===== src/rtl/rob_pkg.sv =====
`default_nettype none
// ============================================================================
// Package  : rob_pkg
// Brief    : Shared sizes and types for the reorder-buffer controller.
// Revision : 1.0 - initial release
// ============================================================================
package rob_pkg;

  localparam int ROB_DEPTH = 16;
  localparam int ID_W      = 4;
  localparam int PTR_W     = 5;

  typedef logic [ID_W-1:0]  rob_id_t;
  typedef logic [PTR_W-1:0] rob_ptr_t;

  // Strip the wrap bit from a pointer to get the entry index.
  function automatic rob_id_t ptr_idx(input rob_ptr_t ptr);
    return ptr[ID_W-1:0];
  endfunction

endpackage
`default_nettype wire


===== src/rtl/rob_storage.sv =====
`default_nettype none
// ============================================================================
// Module   : rob_storage
// Brief    : Payload array for the reorder buffer. One synchronous write
//            port (completion), one asynchronous read port (retire head).
//            Contents are intentionally not reset.
// Revision : 1.0 - initial release
// ============================================================================
module rob_storage
  import rob_pkg::*;
#(
  parameter int DATA_WIDTH = 8
) (
  input  logic                  clk_i,
  input  logic                  wr_en_i,
  input  logic [ID_W-1:0]       wr_id_i,
  input  logic [DATA_WIDTH-1:0] wr_data_i,
  input  logic [ID_W-1:0]       rd_id_i,
  output logic [DATA_WIDTH-1:0] rd_data_o
);

  logic [DATA_WIDTH-1:0] r_mem [ROB_DEPTH];

  // Completion data lands in its slot on the clock edge.
  always_ff @(posedge clk_i) begin
    if (wr_en_i) begin
      r_mem[wr_id_i] <= wr_data_i;
    end
  end

  assign rd_data_o = r_mem[rd_id_i];

endmodule
`default_nettype wire


===== src/rtl/rob_ctrl.sv =====
`default_nettype none
// ============================================================================
// Module   : rob_ctrl
// Brief    : 16-entry reorder buffer controller. Tags are allocated in
//            order at the tail, completed out of order by id, and retired
//            in order from the head. Illegal completions raise a one-cycle
//            registered error pulse; flush discards every entry.
// Revision : 1.0 - initial release
// ============================================================================
module rob_ctrl
  import rob_pkg::*;
#(
  parameter int DATA_WIDTH = 8
) (
  input  logic                  clk_i,
  input  logic                  resetn_i,
  input  logic                  flush_i,
  // in-order allocation
  input  logic                  alloc_req_i,
  output logic                  alloc_gnt_o,
  output logic [ID_W-1:0]       alloc_id_o,
  // out-of-order completion
  input  logic                  cpl_valid_i,
  input  logic [ID_W-1:0]       cpl_id_i,
  input  logic [DATA_WIDTH-1:0] cpl_data_i,
  // in-order retirement
  output logic                  out_valid_o,
  input  logic                  out_ready_i,
  output logic [ID_W-1:0]       out_id_o,
  output logic [DATA_WIDTH-1:0] out_data_o,
  // status
  output logic [PTR_W-1:0]      count_o,
  output logic                  full_o,
  output logic                  empty_o,
  output logic                  err_o
);

  rob_ptr_t             r_head;
  rob_ptr_t             r_tail;
  logic [ROB_DEPTH-1:0] r_alloc;
  logic [ROB_DEPTH-1:0] r_done;
  logic                 r_err;

  logic [ROB_DEPTH-1:0] w_alloc_nxt;
  logic [ROB_DEPTH-1:0] w_done_nxt;
  rob_id_t              w_head_idx;
  rob_id_t              w_tail_idx;
  rob_ptr_t             w_count;
  logic                 w_full;
  logic                 w_empty;
  logic                 w_grant;
  logic                 w_cpl_legal;
  logic                 w_cpl_illegal;
  logic                 w_out_valid;
  logic                 w_retire;
  logic                 w_wr_en;

  // ---------------------------------------------------------------------------
  // Occupancy and handshake decode (all from registered state plus inputs)
  // ---------------------------------------------------------------------------
  assign w_head_idx = ptr_idx(r_head);
  assign w_tail_idx = ptr_idx(r_tail);

  // The wrap bit makes tail-head unambiguous across 0..16.
  assign w_count = r_tail - r_head;
  assign w_full  = (w_count == rob_ptr_t'(ROB_DEPTH));
  assign w_empty = (w_count == '0);

  // Fullness is judged before any same-cycle retire, so a full buffer never
  // grants even while it drains. Reset also masks the grant.
  assign w_grant = alloc_req_i & ~w_full & ~flush_i & resetn_i;

  // A completion must hit an entry that is allocated and still pending.
  assign w_cpl_legal   = cpl_valid_i & r_alloc[cpl_id_i] & ~r_done[cpl_id_i];
  assign w_cpl_illegal = cpl_valid_i & ~w_cpl_legal & ~flush_i;
  assign w_wr_en       = w_cpl_legal & ~flush_i;

  // Head readiness comes from flags only, giving one cycle of completion
  // latency and a valid that is stable until it retires.
  assign w_out_valid = r_alloc[w_head_idx] & r_done[w_head_idx];
  assign w_retire    = w_out_valid & out_ready_i & ~flush_i;

  // Next-state for the per-entry flags; grant, completion and retire always
  // address distinct entries so their updates never collide.
  always_comb begin
    w_alloc_nxt = r_alloc;
    w_done_nxt  = r_done;
    if (flush_i) begin
      w_alloc_nxt = '0;
      w_done_nxt  = '0;
    end else begin
      if (w_grant) begin
        w_alloc_nxt[w_tail_idx] = 1'b1;
        w_done_nxt[w_tail_idx]  = 1'b0;
      end
      if (w_cpl_legal) begin
        w_done_nxt[cpl_id_i] = 1'b1;
      end
      if (w_retire) begin
        w_alloc_nxt[w_head_idx] = 1'b0;
        w_done_nxt[w_head_idx]  = 1'b0;
      end
    end
  end

  // Flag registers: cleared by reset or flush, otherwise follow next-state.
  always_ff @(posedge clk_i or negedge resetn_i) begin
    if (!resetn_i) begin
      r_alloc <= '0;
      r_done  <= '0;
    end else begin
      r_alloc <= w_alloc_nxt;
      r_done  <= w_done_nxt;
    end
  end

  // Head/tail pointers advance on retire/grant; flush rewinds both to zero.
  always_ff @(posedge clk_i or negedge resetn_i) begin
    if (!resetn_i) begin
      r_head <= '0;
      r_tail <= '0;
    end else if (flush_i) begin
      r_head <= '0;
      r_tail <= '0;
    end else begin
      if (w_retire) begin
        r_head <= r_head + rob_ptr_t'(1);
      end
      if (w_grant) begin
        r_tail <= r_tail + rob_ptr_t'(1);
      end
    end
  end

  // Error pulse: one registered cycle per rejected completion.
  always_ff @(posedge clk_i or negedge resetn_i) begin
    if (!resetn_i) begin
      r_err <= 1'b0;
    end else begin
      r_err <= w_cpl_illegal;
    end
  end

  // ---------------------------------------------------------------------------
  // Payload storage
  // ---------------------------------------------------------------------------
  rob_storage #(
    .DATA_WIDTH (DATA_WIDTH)
  ) u_storage (
    .clk_i     (clk_i),
    .wr_en_i   (w_wr_en),
    .wr_id_i   (cpl_id_i),
    .wr_data_i (cpl_data_i),
    .rd_id_i   (w_head_idx),
    .rd_data_o (out_data_o)
  );

  // ---------------------------------------------------------------------------
  // Outputs
  // ---------------------------------------------------------------------------
  assign alloc_gnt_o = w_grant;
  assign alloc_id_o  = w_tail_idx;
  assign out_valid_o = w_out_valid;
  assign out_id_o    = w_head_idx;
  assign count_o     = w_count;
  assign full_o      = w_full;
  assign empty_o     = w_empty;
  assign err_o       = r_err;

endmodule
`default_nettype wire


===== config.mk =====
export PLATFORM = sky130hd
export DESIGN_NAME = rob_ctrl
export DESIGN_NICKNAME = d
export VERILOG_FILES = /design/src/rtl/rob_pkg.sv /design/src/rtl/rob_storage.sv /design/src/rtl/rob_ctrl.sv
export SDC_FILE = /design/constraint.sdc
export NUM_CORES = 1
export LEC_CHECK = 0
export ABC_AREA = 1
export BUFFER_PORTS_ARGS = -buffer_cell sky130_fd_sc_hd__buf_2
export CELL_PAD_IN_SITES_DETAIL_PLACEMENT = 1
export CELL_PAD_IN_SITES_GLOBAL_PLACEMENT = 1
export CORE_MARGIN = 2
export CORE_UTILIZATION = 50
export CTS_CLUSTER_SIZE = 40
export DETAILED_ROUTE_END_ITERATION = 8
export GPL_ROUTABILITY_DRIVEN = 0
export PLACE_DENSITY = 0.91
export SYNTH_ARGS = -nofsm -noshare
export SYNTH_HDL_FRONTEND = slang
export SYNTH_HIERARCHICAL = 1
export SYNTH_SLANG_ARGS = --single-unit

===== constraint.sdc =====
create_clock -name clk_i -period 5.6 [get_ports clk_i]
set_input_delay 1.12 -clock clk_i [delete_from_list [all_inputs] [get_ports clk_i]]
set_output_delay 1.12 -clock clk_i [all_outputs]
set_load 0.01 [all_outputs]

Word-level counts from Yosys, hierarchy flattened:

Memories as Yosys holds them, arrays and structs flattened.
Cells that the tools add are included.

* reductions and logical operators: 6
* bitwise gates (word level): 22
* multiplexer cells: 30
* add/subtract/negate cells: 3
* order comparisons: 6
* equality and inequality tests: 1

Operator list (number)
* 16-bit two-way mux: 10
* 16-bit bitwise AND: 3
* 16-bit NOT: 2
* 16-bit OR: 2
* 5-bit two-way mux: 4
* 1-bit binary-select mux with 4-bit select: 4
* 4-bit by 5-bit < comparator with 1-bit output, second input constant: 3
* 1-bit demux with 4-bit select: 3
* 4-bit by 1-bit greater-or-equal comparator with 1-bit output, second input constant: 3
* 1-bit bitwise AND: 11
* 5-bit by 1-bit adder with 5-bit output, second input constant: 2
* 1-bit two-way mux: 9
* 5-bit equality test, second input constant: 1
* 5-bit zero test: 1
* 5-bit subtractor: 1
* 1-bit NOT: 4
* 2-bit nonzero test: 2
* 1-bit logical AND: 3

* flip-flop bits (word level): 43
* logic and storage cells: 74
* input port bits: 18
* memories kept: 1
* memory bits (writable): 128
* output and inout port bits: 26

Memories
* u_storage.r_mem: depth 16, width 8, read ports 1, clocked after memory_dff 0, write ports 1, RTL line rob_storage.sv:22 `logic [DATA_WIDTH-1:0] r_mem [ROB_DEPTH];`

Logic depth before layout (Yosys ltp):

* depth after elaboration: 14
* mapped depth: 15

Hierarchy:

The synthesis kept the hierarchy.

Modules (own cells, without submodules)
* rob_storage: cells each 543, sequential area each 3843.7 um^2, instances 1, area each 5606.6 um^2
* rob_ctrl: cells each 578, sequential area each 1076.0 um^2, instances 1, area each 3548.4 um^2

Least setup slack after synthesis:

OpenSTA, ideal clock, no wires.

* path type: input to register
* start: in cpl_id_i[1]
* end: mem u_storage.r_mem[12][0], enable pin
* library setup time: 0.370 ns
* stages on the path: 14
* data required time: 5.230 ns
* arrival: 2.780 ns
* setup slack: 2.449 ns
* cells stage by stage: buf_4 -> inv_4 -> nand2_2 -> nor2_1 -> nor2_1 -> nand2_1 -> nand2_1 -> nand2_1 -> nor2_4 -> and2_1 -> inv_1 -> nor2_1 -> nand3_1 -> nor2_1

* longest elaborated chain between the ends: 7
* elaborated cells between the ends (all ways): 10
* those cells by class: 6 x mux; 4 x bitwise

RTL lines
* from (decl): RTL line rob_ctrl.sv:24 `input logic [ID_W-1:0] cpl_id_i,`
* 1-bit binary-select mux with 4-bit select: RTL line rob_ctrl.sv:74 `assign w_cpl_legal = cpl_valid_i & r_alloc[cpl_id_i] & ~r_done[cpl_id_i];`
* 1-bit two-way mux (implied by the code): RTL line rob_ctrl.sv:74
* 1-bit bitwise AND or 1-bit NOT (tied branches): RTL line rob_ctrl.sv:74
* 1-bit bitwise AND (*): RTL line rob_ctrl.sv:74
* 1-bit bitwise AND (*): RTL line rob_ctrl.sv:76 `assign w_wr_en = w_cpl_legal & ~flush_i;`
* net w_wr_en: RTL line rob_ctrl.sv:56 `logic w_wr_en;`
* 1-bit two-way mux (*): RTL line rob_storage.sv:26 `if (wr_en_i) begin`
* 1-bit two-way mux (implied by the code) (*): RTL line rob_storage.sv:27 `r_mem[wr_id_i] <= wr_data_i;`
* to (decl): RTL line rob_storage.sv:22

The timed path passes the listed nets; every way through them passes the cells marked *. The select of a mux whose other input is x is not followed.

Worst setup path in the final report:

* start: in flush_i
* end: out alloc_gnt_o

* longest elaborated chain between the ends: 3

RTL lines
* from (decl): RTL line rob_ctrl.sv:17 `input logic flush_i,`
* 1-bit NOT: RTL line rob_ctrl.sv:71 `assign w_grant = alloc_req_i & ~w_full & ~flush_i & resetn_i;`
* 1-bit bitwise AND (2 in series): RTL line rob_ctrl.sv:71
* to (decl): RTL line rob_ctrl.sv:20 `output logic alloc_gnt_o,`

Every way passes these cells.

==> results.txt <==
status -> complete, no violations
die height -> 139.3 um
critical path class -> input port to output pin
largest area contributor in the netlist -> edfxtp_1
pre-CTS WS -> 1131 ps
fmax -> 0.2334 GHz
drt wl/cell -> 20.67 um
hold_ws -> 548.0 ps
Max VDD drop -> 0.2199 mV
post-CTS sizing -> 0
Clock Skew -> 8.942 ps
commonest register cell after synthesis -> edfxtp_1
commonest cells in the synthesized netlist -> 388 x nand2_1, 175 x inv_1, 128 x edfxtp_1
register area share after synthesis -> 53.74%
clock buffer depth -> 2
initial core utilization -> 50.96%
warnings from Yosys -> 6
Leakage Power -> 4.717 nW
H-Tree Depth -> 4
Max-slew headroom -> 25.46%
largest net degree at the start of global routing -> 65
postcts setup bufs -> 0
worst-path cell chain -> buf_2 > inv_2 > and3_1 > nand2_1 > inv_1 > buf_2
nets -> 1166
met2 Usage GRT -> 52.50%
# hold bufs at CTS -> 0
slowest CP cell -> inv_2
GRT met3 Usage -> 4.611%
crit path max fanout -> 44
Final Max Tran Viols -> 0
delay of the slowest critical-path stage -> 680 ps
synthesized instance count -> 1121
1st-pass router iterations -> 5
post-synth top area share -> 41.98%
Avg Inst Size Synth -> 8.167 um^2
antenna violations before repair -> 0
Worst Setup Slack, final -> 1315 ps
total nets after synthesis -> 1152
GRT met1 Usage -> 37.24%
clk slew on worst S/H paths -> 70 ps
vias per cell -> 5.540
Final Setup Violations -> 0
most frequent CP cell -> buf_2
most common cell in the synthesized netlist -> nand2_1
aggregate global routing overflow -> 0
core area -> 17960 um^2
Required @ worst endpoint -> 4480 ps
total chip power -> 0.002595 W
vias in the first global route -> 7899
CP endpoint kind -> output pin
number of hold violations in the final report -> 0
row count -> 49
Remaining DRCs -> 0
Port-buffer cells -> 43
number of CTS-inserted buffers -> 17
setup TNS -> 0 ps
first-pass GRT wire length -> 44550 um
vias -> 7628
Die ar. -> 19410 um^2
CP arrival -> 3170 ps
CTS tree -> yes
layout cells sized above 1 -> 8.972%
Tot GR Track Use -> 30.07%
Least-Margin Pin Slew -> 1117 ps
top post-synthesis cells by area -> edfxtp_1 42%, nand2_1 16%, dfrtp_1 12%, inv_1 7.2%, nand3_1 6.5%
#FFs+latches synth -> 171
minimum clock period after layout -> 4285 ps
Max Cap Viol -> 0
PD cells -> 262.0 nW/um^2
Root Buffer -> clkbuf_16
synthesized area -> 9155 um^2
final core occ -> 55.13%
GRT Max-Usage Layer -> met2
# diodes -> 0
Hold Path Class -> flip-flop to flip-flop
clock latency on the worst-skew pair -> 440 ps
DRT iter0 DRCs -> 735
RSZ-0062 raised after global routing -> false
post-DP HPWL -> 19360 um
area delta synth->final -> 8.173%
number of I/O pins -> 44
Routed WL -> 28470 um
clock sink total -> 171
DRT antenna net count -> 0
Period Utilization, post-route -> 76.52%
Post-synth EDFFs -> 128
synth unique cells -> 35
asr flop ratio synth -> 25.15%
DIE WIDTH -> 139.3 um
crit start category -> input port
where the power goes:
group | switching, W | internal, W | total (W) | leakage, nW
logic | 0.0000814 | 0.0000188 | 0.000100 | 2.71
registers | 0.00000201 | 0.00137 | 0.00137 | 1.75
clock network | 0.000544 | 0.000584 | 0.00113 | 0.266
total | 0.000627 | 0.00197 | 0.00260 | 4.72
layout by cell type (no fill, tap or decap), types with 6 or more instances in the layout:
cell type | netlist | routed
o21ai_0 | 9 | 9
nand4_1 | 30 | 30
dfrtp_1 | 43 | 41
ha_1 | 12 | 12
clkbuf_16 | 0 | 17
nor2_1 | 115 | 115
nand2_1 | 388 | 388
a21oi_1 | 6 | 6
buf_2 | 22 | 43
edfxtp_1 | 128 | 128
inv_1 | 175 | 175
nand3_1 | 118 | 118
layout make-up:
type	instances	area [um^2]
flip-flops and latches	171	4922
clock inverters	15	128.9
inverters	182	688.2
multi-input cells	715	3199
well taps	229	286.5
clock buffers	17	425.4
fillers	2216	8060
repair buffers	48	252.7
routing by layer:
metal	wire, um	up-vias
met2	14570	281
met3	1508	70
met5	0	-
met1	11260	3730
met4	1129	0
li1	-	3547
critical path: cells and delay by family:
family / cells / cell delay, ps
and+or+nand+nor: 2 / 760
buffers and inverters: 4 / 1260
cell families (layout without fill, tap and decap cells):
logic type	after synthesis	count (layout)	synth area share [%]
and+or+nand+nor	677	677	31.50
buffers and inverters	235	262	11.32
DFF	171	171	53.74
AOI/OAI and AO/OA	20	20	1.107
adders and majority gates	13	13	1.859
xor gates and xnor gates	5	5	0.4784
through the flow:
stage | std cells | instance area (um^2)
floorplan | 1121 | 9155
global placement | 1345 | 9349
detailed placement | 1345 | 9349
CTS | 1377 | 9903
global route | 1377 | 9903
finish | 1377 | 9903
final timing paths:
check / endpoint / slack (ps) / depth (start not counted) / from
max in group asynchronous: r_head[0] / 4290 / 2 / resetn_i
worst max-delay path: alloc_gnt_o / 1310 / 6 / flush_i
worst min register to register: r_head[4] / 550 / 2 / r_head[4]
worst max register to register: u_storage/r_mem[0][1] / 2420 / 12 / r_done[15]
min in group asynchronous: err_o / 860 / 2 / resetn_i
worst min-delay path: r_head[4] / 550 / 2 / r_head[4]
sequential cells by signal, indices dropped and copies added, names as in the netlist:
name and cells:
err_o 1, r_head 5, r_alloc 16, u_storage/r_mem 128
r_tail 5, r_done 16
Power figures use the tool's default switching activity.
